[src/rtl/ks_adder_pipe.sv]
// Pipelined Kogge-Stone adder/subtractor with a valid/ready handshake and global stall.
// Input stage conditions operands into bit G/P/X; each prefix level is optionally registered.
module ks_adder_pipe #(
    parameter int WIDTH     = 8,
    parameter int PIPELINED = 1
) (
    input  logic             clk,
    input  logic             reset,
    input  logic             in_valid,
    output logic             in_ready,
    input  logic [WIDTH-1:0] a_in,
    input  logic [WIDTH-1:0] b_in,
    input  logic             carry_in,
    input  logic             sub,
    output logic             out_valid,
    input  logic             out_ready,
    output logic [WIDTH-1:0] sum,
    output logic             carry_out,
    output logic             overflow
);

    localparam int LEVELS = $clog2(WIDTH);

    logic             advance;
    logic [WIDTH-1:0] b_cond, g_bit, p_bit, x_bit;
    logic             c_cond;

    logic [WIDTH-1:0] g0_q, p0_q, x0_q;
    logic             c0_q, v0_q;

    assign advance  = ~(out_valid & ~out_ready);
    assign in_ready = advance;

    // Subtraction is A + ~B + ~borrow, so carry_out = 1 means no borrow.
    always_comb begin
        b_cond   = sub ? ~b_in : b_in;
        c_cond   = sub ? ~carry_in : carry_in;
        p_bit    = a_in | b_cond;
        g_bit    = a_in & b_cond;
        g_bit[0] = g_bit[0] | (p_bit[0] & c_cond);
        x_bit    = a_in ^ b_cond;
    end

    always_ff @(posedge clk) begin
        if (reset) begin
            v0_q <= 1'b0;
            g0_q <= '0;
            p0_q <= '0;
            x0_q <= '0;
            c0_q <= 1'b0;
        end else if (advance) begin
            v0_q <= in_valid;
            g0_q <= g_bit;
            p0_q <= p_bit;
            x0_q <= x_bit;
            c0_q <= c_cond;
        end
    end

    for (genvar l = 1; l <= LEVELS; l++) begin : g_level
        localparam int SPAN = 1 << (l - 1);
        localparam logic [WIDTH-1:0] LOW = WIDTH'((64'(1) << SPAN) - 64'(1));

        logic [WIDTH-1:0] g_in, p_in, x_in, g_nx, g_out, x_out;
        logic             c0_in, v_in, c0_out, v_out;

        if (l == 1) begin : g_first
            assign g_in  = g0_q;
            assign p_in  = p0_q;
            assign x_in  = x0_q;
            assign c0_in = c0_q;
            assign v_in  = v0_q;
        end else begin : g_next
            assign g_in  = g_level[l-1].g_out;
            assign p_in  = g_level[l-1].g_pass.p_out;
            assign x_in  = g_level[l-1].x_out;
            assign c0_in = g_level[l-1].c0_out;
            assign v_in  = g_level[l-1].v_out;
        end

        // Shifting in zeros leaves bits whose span reaches below bit 0 unchanged.
        assign g_nx = g_in | (p_in & (g_in << SPAN));

        if (l < LEVELS) begin : g_pass
            logic [WIDTH-1:0] p_nx, p_out;
            assign p_nx = p_in & ((p_in << SPAN) | LOW);
            if (PIPELINED != 0) begin : g_reg
                always_ff @(posedge clk) begin
                    if (reset) p_out <= '0;
                    else if (advance) p_out <= p_nx;
                end
            end else begin : g_wire
                assign p_out = p_nx;
            end
        end

        if (PIPELINED != 0) begin : g_reg
            always_ff @(posedge clk) begin
                if (reset) begin
                    g_out  <= '0;
                    x_out  <= '0;
                    c0_out <= 1'b0;
                    v_out  <= 1'b0;
                end else if (advance) begin
                    g_out  <= g_nx;
                    x_out  <= x_in;
                    c0_out <= c0_in;
                    v_out  <= v_in;
                end
            end
        end else begin : g_wire
            assign g_out  = g_nx;
            assign x_out  = x_in;
            assign c0_out = c0_in;
            assign v_out  = v_in;
        end
    end

    logic [WIDTH-1:0] g_fin, x_fin;
    logic             c0_fin, v_fin;

    assign g_fin  = g_level[LEVELS].g_out;
    assign x_fin  = g_level[LEVELS].x_out;
    assign c0_fin = g_level[LEVELS].c0_out;
    assign v_fin  = g_level[LEVELS].v_out;

    // Carry into bit i is the group generate of bits i-1..0; bit 0 takes the conditioned carry.
    always_ff @(posedge clk) begin
        if (reset) begin
            out_valid <= 1'b0;
            sum       <= '0;
            carry_out <= 1'b0;
            overflow  <= 1'b0;
        end else if (advance) begin
            out_valid <= v_fin;
            sum       <= x_fin ^ {g_fin[WIDTH-2:0], c0_fin};
            carry_out <= g_fin[WIDTH-1];
            overflow  <= g_fin[WIDTH-1] ^ g_fin[WIDTH-2];
        end
    end

endmodule

[config.mk]
export PLATFORM = sky130hd
export DESIGN_NAME = ks_adder_pipe
export DESIGN_NICKNAME = d
export VERILOG_FILES = /design/src/rtl/ks_adder_pipe.sv
export SDC_FILE = /design/constraint.sdc
export NUM_CORES = 1
export LEC_CHECK = 0
export ABC_AREA = 1
export CAP_MARGIN = 10
export CORE_AREA = 2 2 88 90
export CTS_BUF_LIST = sky130_fd_sc_hd__clkbuf_8
export CTS_CLUSTER_SIZE = 24
export DETAILED_ROUTE_END_ITERATION = 16
export DIE_AREA = 0 0 90 92
export PLACE_DENSITY_LB_ADDON = 0.25
export SYNTH_ARGS = -nofsm -noshare
export SYNTH_HDL_FRONTEND = slang
export SYNTH_SLANG_ARGS = --single-unit
[constraint.sdc]
create_clock -name clk -period 3.1 [get_ports clk]
set_input_delay 0.465 -clock clk [delete_from_list [all_inputs] [get_ports clk]]
set_output_delay 0.465 -clock clk [all_outputs]
set_load 0.05 [all_outputs]
==> results.json <==
{
  "drv_cap": 0,
  "yosys-top-cells-area": "dfxtp_1 (51%), o21ai_0 (11%), nor2_1 (10%)",
  "num_rows": 32,
  "holdPathStages": 2,
  "finalHoldWorstSlack_ps": 475,
  "clock_sinks": 100,
  "grt_max_degree": 72,
  "layout_commonest_cell": "nor2_1",
  "path_delay_family": "buffers and inverters",
  "fp.dieArea_um2": 8280,
  "drt-pass1-iter-count": 4,
  "synth.avg_cell_area_um2": 8.08,
  "worstMarginPinSlew_ps": 548,
  "finalWorstSetupSlack_ps": 1040,
  "period_share": 0.665,
  "vdd_ir_drop_max_v": 0.000337,
  "cp_num_cells": 1,
  "critical_path_arrival_ps": 1600,
  "wl_per_cell_um": 12.2,
  "cts.path.max_buffers": 2,
  "p_per_area_nw_per_um2": 544,
  "clk_pin_slew_ps": 100,
  "vias": 3088,
  "nNetsFinal": 543,
  "coreArea_um2": 7450,
  "wl_um": 7440,
  "top_level_ports": 34,
  "worstSetupEndpointType": "output pin",
  "die_x_um": 90,
  "antenna_cells": 0,
  "htree_num_levels": 3,
  "syn2layout_area_growth_pct": 14.7,
  "syn_inst": 486,
  "drc": 0,
  "ant_nets": 0,
  "viasPerCell": 5.05,
  "cellLeakagePower_nw": 1.80,
  "ctsResizeCount": 0,
  "critPathBufInv": 1,
  "cts_tree": "built",
  "period_needed_ps": 2060,
  "drive_gt1_frac": 0.0549,
  "yosysTopAreaCell": "dfxtp_1",
  "clock.fmax_mhz": 485,
  "final_cell_mix": "nor2_1 (108), dfxtp_1 (100), o21ai_0 (89)",
  "synth_nets": 524,
  "rsz0062_at_grt": "false",
  "post-place-ws_ps": 936,
  "grtUsageTotal": 0.193,
  "cp.required_ps": 2630,
  "synth_top_area_share": 0.510,
  "drv_slew": 0,
  "die_height_um": 92,
  "crit_path_top_delay_cell": "clkdlybuf4s50_1",
  "drt_iter0_drc": 204,
  "cts_inserted_buffers": 9,
  "path_class": "reg -> out",
  "grt_pass1_wl_um": 13100,
  "portBuffers": 33,
  "ys_types": 19,
  "max_stage_delay_ps": 830,
  "setup_tns_ps": 0,
  "setup_viol": 0,
  "hold_viol_final": 0,
  "antenna_found_initial": 0,
  "clock_latency_ps": 360,
  "synthesis.area_um2": 3930,
  "postCtsHoldBufs": 0,
  "crit_fanout": 3,
  "finClkSkew_ps": 10.1,
  "ys_seq_area_frac": 0.510,
  "start_util": 0.527,
  "dp_hpwl_um": 4700,
  "start_kind": "register",
  "min_path_type": "reg -> reg",
  "reg2reg_depth": 4,
  "grt_pass1_vias": 3058,
  "root_buffer": "clkbuf_8",
  "relSlewSlack": 0.633,
  "cp_cell_sequence": "clkdlybuf4s50_1",
  "grt_remaining_overflow": 0,
  "gpl.final_weighted_congestion": 0.789,
  "yosys_register_bits": 100,
  "status": "finished clean",
  "yosys_warnings": 0,
  "cts_setup_buffers": 0
}
[per-stage QoR]
stage / power (mW) / instance area [um^2] / util / std cells
3_3_place_gp: 1.68 / 4310 / 0.579 / 596
5_1_grt: 2.58 / 4510 / 0.605 / 612
6_report: 2.45 / 4510 / 0.605 / 612
3_5_place_dp: 1.69 / 4310 / 0.579 / 596
2_1_floorplan: 1.60 / 3930 / - / 486
4_1_cts: 2.48 / 4510 / 0.605 / 612
[final timing paths]
kind | from | to | slack, ps
hold reg to reg | g_level[3].v_out | out_valid | 480
hold / removal | g_level[3].v_out | out_valid | 480
setup / recovery | out_valid | out_valid | 1040
setup reg to reg | out_valid | g_level[1].p_in[7] | 1770
[Yosys cell counts]
| library cell | count |
|---|---|
| buf_2 | 17 |
| a21oi_1 | 64 |
| nor2_4 | 1 |
| inv_1 | 27 |
| clkbuf_2 | 3 |
| inv_2 | 2 |
| dfxtp_1 | 100 |
| nand3_1 | 1 |
| o21ai_1 | 4 |
| nand2_2 | 1 |
| buf_6 | 2 |
| buf_4 | 1 |
| clkbuf_1 | 9 |
| xor2_1 | 4 |
| o21ai_0 | 89 |
| ha_1 | 16 |
| xnor2_1 | 13 |
| nor2_1 | 108 |
| nand2_1 | 24 |
[where the power goes]
| part | switching, mW | internal (mW) | total, mW |
|---|---|---|---|
| registers | 0.0482 | 1.36 | 1.41 |
| logic | 0.142 | 0.115 | 0.257 |
| clock network | 0.460 | 0.329 | 0.789 |
| total | 0.650 | 1.80 | 2.45 |
[cell families after synthesis]
kind of cell	after synthesis	synth area share
AO/OA/AOI/OAI	157	0.200
XOR/XNOR	17	0.0379
adder cells (fa/ha/maj)	16	0.0510
buffers and inverters	61	0.0694
flip-flops	100	0.510
AND/OR/NAND/NOR	135	0.132
[state kept, by name, indices dropped and copies added (netlist names), 2 cells and up]
| register | cells |
|---|---|
| g_level.x_out | 24 |
| g_level.g_out | 16 |
| g_level.g_pass.p_out | 10 |
| g0_q | 8 |
| g_fin | 8 |
| g_level.x_in | 8 |
| sum | 8 |
| g_level.p_in | 7 |
| g_level.v_out | 3 |
| g_level.c0_out | 2 |
[layout make-up]
cell class / instances / area, um^2
Sequential cell: 100 / 2000
Multi-Input combinational cell: 325 / 1660
Fill cell: 683 / 2940
Tap cell: 102 / 128
Clock inverter: 6 / 55.1
Inverter: 29 / 109
Clock buffer: 10 / 138
Timing Repair Buffer: 40 / 418
[metal layers]
layer	wire length, um	track usage	vias to the layer above
met4	116	0.0885	0
met5	0	0	-
met1	3650	0.242	1409
li1	-	-	1625
met3	236	0.0394	11
met2	3440	0.323	43
(Power assumes the default switching activity.)
